$ cat src/rtl/isa_multislot_backplane_if.sv
// rtl/isa_multislot_backplane_if.sv - host strobes, per-slot card lines and merged bus outputs
interface isa_multislot_backplane_if #(
    parameter int NUM_SLOTS = 8,
    parameter int DATA_W    = 8
);
    logic                          bus_ior_n;
    logic                          bus_iow_n;
    logic                          bus_memr_n;
    logic                          bus_memw_n;
    logic [NUM_SLOTS-1:0]          card_sd_oe;
    logic [NUM_SLOTS*DATA_W-1:0]   card_sd_out;
    logic [NUM_SLOTS-1:0]          card_io_ch_rdy;
    logic [NUM_SLOTS-1:0]          card_io_ch_ck_n;
    logic [NUM_SLOTS*6-1:0]        card_irq;
    logic [DATA_W-1:0]             bus_sd_rd;
    logic                          bus_io_ch_rdy;
    logic                          bus_io_ch_ck_n;
    logic [5:0]                    bus_irq;
    logic [5:0]                    bus_irq_rise;
    logic                          sd_contention;
    logic                          timeout_err;

    modport master (
        output bus_ior_n, bus_iow_n, bus_memr_n, bus_memw_n,
        output card_sd_oe, card_sd_out, card_io_ch_rdy, card_io_ch_ck_n, card_irq,
        input  bus_sd_rd, bus_io_ch_rdy, bus_io_ch_ck_n, bus_irq, bus_irq_rise,
        input  sd_contention, timeout_err
    );

    modport slave (
        input  bus_ior_n, bus_iow_n, bus_memr_n, bus_memw_n,
        input  card_sd_oe, card_sd_out, card_io_ch_rdy, card_io_ch_ck_n, card_irq,
        output bus_sd_rd, bus_io_ch_rdy, bus_io_ch_ck_n, bus_irq, bus_irq_rise,
        output sd_contention, timeout_err
    );
endinterface

$ cat src/rtl/isa_multislot_backplane.sv
// rtl/isa_multislot_backplane.sv - resolves card drivers onto one ISA bus with wait-state timeout
module isa_multislot_backplane #(
    parameter int                NUM_SLOTS       = 8,
    parameter int                DATA_W          = 8,
    parameter int                WAIT_LIMIT      = 64,
    parameter bit                CHCK_ON_TIMEOUT = 1'b1,
    parameter logic [DATA_W-1:0] FLOAT_VALUE     = '1
) (
    input  logic                            bus_clk,
    input  logic                            bus_reset_drv,
    isa_multislot_backplane_if.slave        bus
);
    localparam int CNT_W = $clog2(WAIT_LIMIT + 1);

    typedef enum logic [1:0] {S_IDLE, S_ACTIVE, S_WAIT, S_TIMEOUT} state_t;

    state_t             state, next_state;
    logic [CNT_W-1:0]   wait_cnt, wait_cnt_d;
    logic               rd_q, wr_q, cmd_q;
    logic               all_rdy;
    logic               rdy_d, ck_n_d, timeout_d;
    logic [DATA_W-1:0]  rd_data;
    logic               oe_found, oe_multi;
    logic [5:0]         irq_or;

    assign all_rdy = &bus.card_io_ch_rdy;

    always_ff @(posedge bus_clk) begin
        if (bus_reset_drv) begin
            state    <= S_IDLE;
            wait_cnt <= '0;
        end else begin
            state    <= next_state;
            wait_cnt <= wait_cnt_d;
        end
    end

    // Strobe release wins over both recovery and timeout while waiting.
    always_comb begin
        next_state = state;
        case (state)
            S_IDLE:    if (cmd_q) next_state = S_ACTIVE;
            S_ACTIVE:  if (!cmd_q) next_state = S_IDLE;
                       else if (!all_rdy) next_state = S_WAIT;
            S_WAIT:    if (!cmd_q) next_state = S_IDLE;
                       else if (all_rdy) next_state = S_ACTIVE;
                       else if (wait_cnt == CNT_W'(WAIT_LIMIT - 1)) next_state = S_TIMEOUT;
            S_TIMEOUT: if (!cmd_q) next_state = S_IDLE;
            default:   next_state = S_IDLE;
        endcase
    end

    always_comb begin
        wait_cnt_d = '0;
        if (state == S_WAIT && (next_state == S_WAIT || next_state == S_TIMEOUT))
            wait_cnt_d = (&wait_cnt) ? wait_cnt : wait_cnt + CNT_W'(1);
        else if (state == S_TIMEOUT && next_state == S_TIMEOUT)
            wait_cnt_d = wait_cnt;
        rdy_d     = (state == S_IDLE || state == S_TIMEOUT) ? 1'b1 : all_rdy;
        ck_n_d    = (&bus.card_io_ch_ck_n) & ~(CHCK_ON_TIMEOUT && state == S_TIMEOUT);
        timeout_d = (state == S_WAIT) && (next_state == S_TIMEOUT);
    end

    // Lowest-index enabled slot wins; any second enable is flagged as multi-drive.
    always_comb begin
        rd_data  = FLOAT_VALUE;
        oe_found = 1'b0;
        oe_multi = 1'b0;
        irq_or   = '0;
        for (int i = 0; i < NUM_SLOTS; i++) begin
            if (bus.card_sd_oe[i]) begin
                if (oe_found) begin
                    oe_multi = 1'b1;
                end else begin
                    rd_data  = bus.card_sd_out[i*DATA_W +: DATA_W];
                    oe_found = 1'b1;
                end
            end
            irq_or = irq_or | bus.card_irq[i*6 +: 6];
        end
    end

    always_ff @(posedge bus_clk) begin
        if (bus_reset_drv) begin
            rd_q               <= 1'b0;
            wr_q               <= 1'b0;
            cmd_q              <= 1'b0;
            bus.bus_sd_rd      <= FLOAT_VALUE;
            bus.bus_io_ch_rdy  <= 1'b1;
            bus.bus_io_ch_ck_n <= 1'b1;
            bus.bus_irq        <= '0;
            bus.bus_irq_rise   <= '0;
            bus.sd_contention  <= 1'b0;
            bus.timeout_err    <= 1'b0;
        end else begin
            rd_q               <= ~bus.bus_ior_n | ~bus.bus_memr_n;
            wr_q               <= ~bus.bus_iow_n | ~bus.bus_memw_n;
            cmd_q              <= ~bus.bus_ior_n | ~bus.bus_memr_n | ~bus.bus_iow_n | ~bus.bus_memw_n;
            if (rd_q)
                bus.bus_sd_rd  <= rd_data;
            bus.bus_io_ch_rdy  <= rdy_d;
            bus.bus_io_ch_ck_n <= ck_n_d;
            bus.bus_irq        <= irq_or;
            bus.bus_irq_rise   <= irq_or & ~bus.bus_irq;
            bus.sd_contention  <= bus.sd_contention | (rd_q & oe_multi) | (wr_q & |bus.card_sd_oe);
            bus.timeout_err    <= timeout_d;
        end
    end
endmodule

$ cat src/flat_wrapper.sv
// flat-port wrapper written by rule: the top's interface ports become plain ports
module isa_multislot_backplane_flat 
#(
    parameter int                NUM_SLOTS       = 8,
    parameter int                DATA_W          = 8,
    parameter int                WAIT_LIMIT      = 64,
    parameter bit                CHCK_ON_TIMEOUT = 1'b1,
    parameter logic [DATA_W-1:0] FLOAT_VALUE     = '1
)
  (bus_clk, bus_reset_drv, bus_bus_ior_n, bus_bus_iow_n, bus_bus_memr_n, bus_bus_memw_n, bus_card_sd_oe, bus_card_sd_out, bus_card_io_ch_rdy, bus_card_io_ch_ck_n, bus_card_irq, bus_bus_sd_rd, bus_bus_io_ch_rdy, bus_bus_io_ch_ck_n, bus_bus_irq, bus_bus_irq_rise, bus_sd_contention, bus_timeout_err);
  isa_multislot_backplane_if #(.NUM_SLOTS(NUM_SLOTS), .DATA_W(DATA_W)) bus_i ();
  input  logic bus_clk;
  input  logic bus_reset_drv;
  input wire logic [$bits(bus_i.bus_ior_n)-1:0] bus_bus_ior_n;
  input wire logic [$bits(bus_i.bus_iow_n)-1:0] bus_bus_iow_n;
  input wire logic [$bits(bus_i.bus_memr_n)-1:0] bus_bus_memr_n;
  input wire logic [$bits(bus_i.bus_memw_n)-1:0] bus_bus_memw_n;
  input wire logic [$bits(bus_i.card_sd_oe)-1:0] bus_card_sd_oe;
  input wire logic [$bits(bus_i.card_sd_out)-1:0] bus_card_sd_out;
  input wire logic [$bits(bus_i.card_io_ch_rdy)-1:0] bus_card_io_ch_rdy;
  input wire logic [$bits(bus_i.card_io_ch_ck_n)-1:0] bus_card_io_ch_ck_n;
  input wire logic [$bits(bus_i.card_irq)-1:0] bus_card_irq;
  output wire logic [$bits(bus_i.bus_sd_rd)-1:0] bus_bus_sd_rd;
  output wire logic [$bits(bus_i.bus_io_ch_rdy)-1:0] bus_bus_io_ch_rdy;
  output wire logic [$bits(bus_i.bus_io_ch_ck_n)-1:0] bus_bus_io_ch_ck_n;
  output wire logic [$bits(bus_i.bus_irq)-1:0] bus_bus_irq;
  output wire logic [$bits(bus_i.bus_irq_rise)-1:0] bus_bus_irq_rise;
  output wire logic [$bits(bus_i.sd_contention)-1:0] bus_sd_contention;
  output wire logic [$bits(bus_i.timeout_err)-1:0] bus_timeout_err;
  assign bus_i.bus_ior_n = bus_bus_ior_n;
  assign bus_i.bus_iow_n = bus_bus_iow_n;
  assign bus_i.bus_memr_n = bus_bus_memr_n;
  assign bus_i.bus_memw_n = bus_bus_memw_n;
  assign bus_i.card_sd_oe = bus_card_sd_oe;
  assign bus_i.card_sd_out = bus_card_sd_out;
  assign bus_i.card_io_ch_rdy = bus_card_io_ch_rdy;
  assign bus_i.card_io_ch_ck_n = bus_card_io_ch_ck_n;
  assign bus_i.card_irq = bus_card_irq;
  assign bus_bus_sd_rd = bus_i.bus_sd_rd;
  assign bus_bus_io_ch_rdy = bus_i.bus_io_ch_rdy;
  assign bus_bus_io_ch_ck_n = bus_i.bus_io_ch_ck_n;
  assign bus_bus_irq = bus_i.bus_irq;
  assign bus_bus_irq_rise = bus_i.bus_irq_rise;
  assign bus_sd_contention = bus_i.sd_contention;
  assign bus_timeout_err = bus_i.timeout_err;
  isa_multislot_backplane #(.NUM_SLOTS(NUM_SLOTS), .DATA_W(DATA_W), .WAIT_LIMIT(WAIT_LIMIT), .CHCK_ON_TIMEOUT(CHCK_ON_TIMEOUT), .FLOAT_VALUE(FLOAT_VALUE)) u_core (.bus_clk(bus_clk), .bus_reset_drv(bus_reset_drv), .bus(bus_i));
endmodule
$ cat config.mk
export PLATFORM = sky130hd
export DESIGN_NAME = isa_multislot_backplane_flat
export DESIGN_NICKNAME = d
export VERILOG_FILES = /design/src/rtl/isa_multislot_backplane_if.sv /design/src/rtl/isa_multislot_backplane.sv /design/src/flat_wrapper.sv
export SDC_FILE = /design/constraint.sdc
export NUM_CORES = 1
export LEC_CHECK = 0
export BUFFER_PORTS_ARGS = -buffer_cell sky130_fd_sc_hd__buf_2
export CAP_MARGIN = 40
export CORE_UTILIZATION = 39
export CTS_CLUSTER_DIAMETER = 150
export DETAILED_ROUTE_END_ITERATION = 12
export GPL_ROUTABILITY_DRIVEN = 0
export HOLD_SLACK_MARGIN = 0.06
export PLACE_DENSITY_LB_ADDON = 0.05
export SLEW_MARGIN = 0
export SYNTH_ARGS = -nofsm -noshare
export SYNTH_HDL_FRONTEND = slang
export SYNTH_SLANG_ARGS = --single-unit
$ cat constraint.sdc
create_clock -name bus_clk -period 2.89 [get_ports bus_clk]
set_input_delay 0.1445 -clock bus_clk [delete_from_list [all_inputs] [get_ports bus_clk]]
set_output_delay 0.1445 -clock bus_clk [all_outputs]
set_load 0.01 [all_outputs]
==> impl_metrics.csv <==
group,metric,value,unit
worst_setup_path,worst_setup_path_start_kind,"register",
clock_tree,cts_max_path_buffers,2,
worst_setup_path,cp_data_arrival_time,2.38,ns
synth,syn_inst,246,
placed_design,io_buffers,165,
clock_tree,h-tree-depth,2,
global_routing,gr-total-overflow,0,
worst_hold_path,hold_path_class,"in -> reg",
worst_setup_path,cp_cell_sequence,"inv_1 > ha_1 > or2_0 > a21o_1 > a221o_1 > nand3_1 > or3b_1",
synth,yosysWarnings,0,
clock_tree,clock-sinks,36,
sta,fin_crit,2.21,ns
sta,skew,0.00750,ns
synth,ys_async_sr_fraction,0,%
worst_setup_path,worstSetupPathType,"reg -> reg",
route,drc,0,
finish,insertedDiodeCount,0,
sta,finalSetupViolCount,0,
global_routing,grt_pass1_wl,9920,um
synth,synth.most_common_cell,"dfxtp_1",
global_routing,grt.total_usage,23.2,%
route,viasPerCell,5.23,
placed_design,hpwl,5320,um
synth,ys_seq_area_share,35.5,%
route,wirelength,6360,um
pwr,p_per_area,383,nW/um^2
run_status,outcome,"complete, no violations",
synth,synthFlopType,"dfxtp_1",
synth,synthTopCellsByArea,"dfxtp_1 35%, a21oi_1 6.7%, o21ai_0 4.4%",
clock_tree,post_cts_buffers,0,
worst_setup_path,worstPathBufferInverterCount,1,
worst_setup_path,cp.required,3.05,ns
floorplanning,start_util,41.6,%
clock_tree,root_buffer,"clkbuf_8",
worst_setup_path,slowest_delay,0.47,ns
worst_setup_path,critPathMaxFanout,8,
route,firstDrtPassIters,4,
route,antenna_left,0,
synth,netlist.area_leader.share,35.5,%
sta,hold_violations,0,
synth,synthDistinctLibCells,53,
synth,yosys-top-cells-count,"36 x dfxtp_1, 27 x a21oi_1, 18 x nand2_1, 18 x o21ai_0, 13 x nor4_1",
finish,syn2layout_area_growth,49.4,%
synth,ys_ff_latch,36,
sta,tightestPinTransition,0.517,ns
route,drtIter0Drc,92,
sta,rsz0062_at_grt,"false",
clock_tree,cts_tree,"built",
synth,yosys.area.top_type,"dfxtp_1",
finish,postLayoutCoreUtil,62.2,%
global_routing,antenna_found_initial,0,
sta,slew_viol_final,0,
route,post_drt_wl_per_cell,13.2,um
worst_setup_path,crit_family,"simple AND/OR/NAND/NOR gates",
synth,syn-cell-area,2030,sq um
clock_tree,clk_pin_slew,0.07,ns
synth,avgSynthCellArea,8.26,sq um
floorplanning,core,4880,sq um
clock_tree,cts_buffers,5,
sta,fin_crit_sh,76.6,%
global_routing,grt_start_max_net_pins,28,
clock_tree,worstSkewPairLatency,0.28,ns
sta,clock.fmax,452,MHz
worst_setup_path,crit_path_end_kind,"register",
flow_run,cap_violations,0,
floorplanning,die-area,5500,sq um
route,vias,2518,
finish,drive_above_1_share,44.0,%
worst_setup_path,slowest_stage,"dfxtp_1",
global_routing,grt_pass1_vias,2275,
clock_tree,cts_hold_buf,4,
floorplanning,die_w,74.2,um
floorplanning,io_pins,166,
pwr,peakVddDrop,164,uV
floorplanning,num_rows,25,
synth,syn-num-nets,393,
synth,synth-edff-count,0,
floorplanning,die_h,74.2,um
finish,fin_nets,560,
sta,relSlewSlack,65.3,%
sta,timing.setup.tns,0,ns
pwr,leakage,1.39,nW
clock_tree,cts-resized-gates,0,
path summary, 6_finish.rpt:
path / start / to / slack (ns) / cells past startpoint
min: bus_card_io_ch_ck_n[1] / u_core.bus.bus_io_ch_ck_n / 0.10 / 3
max: u_core.state[1] / u_core.wait_cnt[2] / 0.68 / 7
min reg2reg: u_core.bus.bus_irq[5] / u_core.bus.bus_irq_rise[5] / 0.40 / 1
max reg2reg: u_core.state[1] / u_core.wait_cnt[2] / 0.68 / 7
state kept, by name, indices dropped and copies added, names as in the netlist:
name                       count
u_core.state                   2
u_core.bus.bus_irq             6
u_core.wr_q                    1
u_core.bus.bus_io_ch_rdy       1
u_core.bus.bus_irq_rise        6
u_core.cmd_q                   1
u_core.wait_cnt                7
u_core.rd_q                    1
u_core.bus.bus_sd_rd           8
u_core.bus.timeout_err         1
u_core.bus.sd_contention       1
u_core.bus.bus_io_ch_ck_n      1
layout make-up:
class	instances	area [sq um]
repair buffers	169	866
clock inverters	1	7.51
flip-flops and latches	36	721
fillers	484	1840
inverters	7	26.3
clock buffers	7	86.3
well taps	67	83.8
multi-input cells	194	1240
cell usage in the layout (no fill, tap or decap), types with 2 or more instances in the layout:
cell | netlist | routed
ha_1 | 5 | 5
and2_1 | 2 | 2
and3_1 | 2 | 2
o31a_1 | 2 | 2
o31ai_1 | 2 | 2
buf_2 | 5 | 165
o21ai_0 | 18 | 18
nor3_1 | 3 | 3
nor4b_1 | 2 | 2
nand4_1 | 3 | 3
o22ai_1 | 9 | 9
nor3b_1 | 2 | 2
inv_1 | 7 | 7
a21oi_1 | 27 | 27
maj3_1 | 2 | 2
a222oi_1 | 5 | 5
o21a_1 | 2 | 2
nand2_1 | 18 | 18
nor2b_1 | 10 | 10
nand2b_1 | 3 | 3
o21ai_1 | 5 | 5
clkbuf_8 | 0 | 6
nor2_1 | 6 | 6
nor4_1 | 13 | 13
or3_1 | 3 | 3
dfxtp_1 | 36 | 36
o211a_1 | 2 | 2
nand3_1 | 10 | 10
dlygate4sd3_1 | 0 | 4
o221ai_1 | 7 | 7
or2_2 | 4 | 4
a21boi_0 | 5 | 5
cell families (layout without fill, tap and decap cells):
group           after synthesis  after routing  synth area share [%]
simple gates                 91             91                  26.2
buf+inv                      16            184                  3.26
fa+ha+maj                     7              7                  4.06
flops                        36             36                  35.5
compound gates               96             96                  31.0
tightest hold or removal path: stages:
cell and delay [ns]:
buf_2 0.10, nand2_1 0.05, o41ai_1 0.05
routing by layer:
layer | GRT usage [%] | vias to the layer above | wire length, um
li1 | - | 1293 | -
met1 | 27.8 | 1144 | 2530
met2 | 42.4 | 75 | 3460
met3 | 3.79 | 6 | 299
met4 | 7.05 | 0 | 67
met5 | 0 | - | 0
metrics by stage:
step	area (sq um)	cells	total power, W	hold slack (ns)	worst slack (ns)
6_report	3040	481	0.00116	0.104	0.676
5_1_grt	3040	481	0.00123	0.113	0.549
4_1_cts	3040	481	0.00118	0.0922	0.684
3_5_place_dp	2900	469	0.000804	0.347	0.695
3_3_place_gp	2900	469	0.000798	0.344	0.777
2_1_floorplan	2030	246	0.000663	0.248	0.878
where the power goes:
part / switching (W) / internal, W / total [W]
combinational: 0.000120 / 0.000137 / 0.000257
clock: 0.000172 / 0.000194 / 0.000365
sequential: 0.0000166 / 0.000523 / 0.000540
Power figures use the tool's default switching activity.
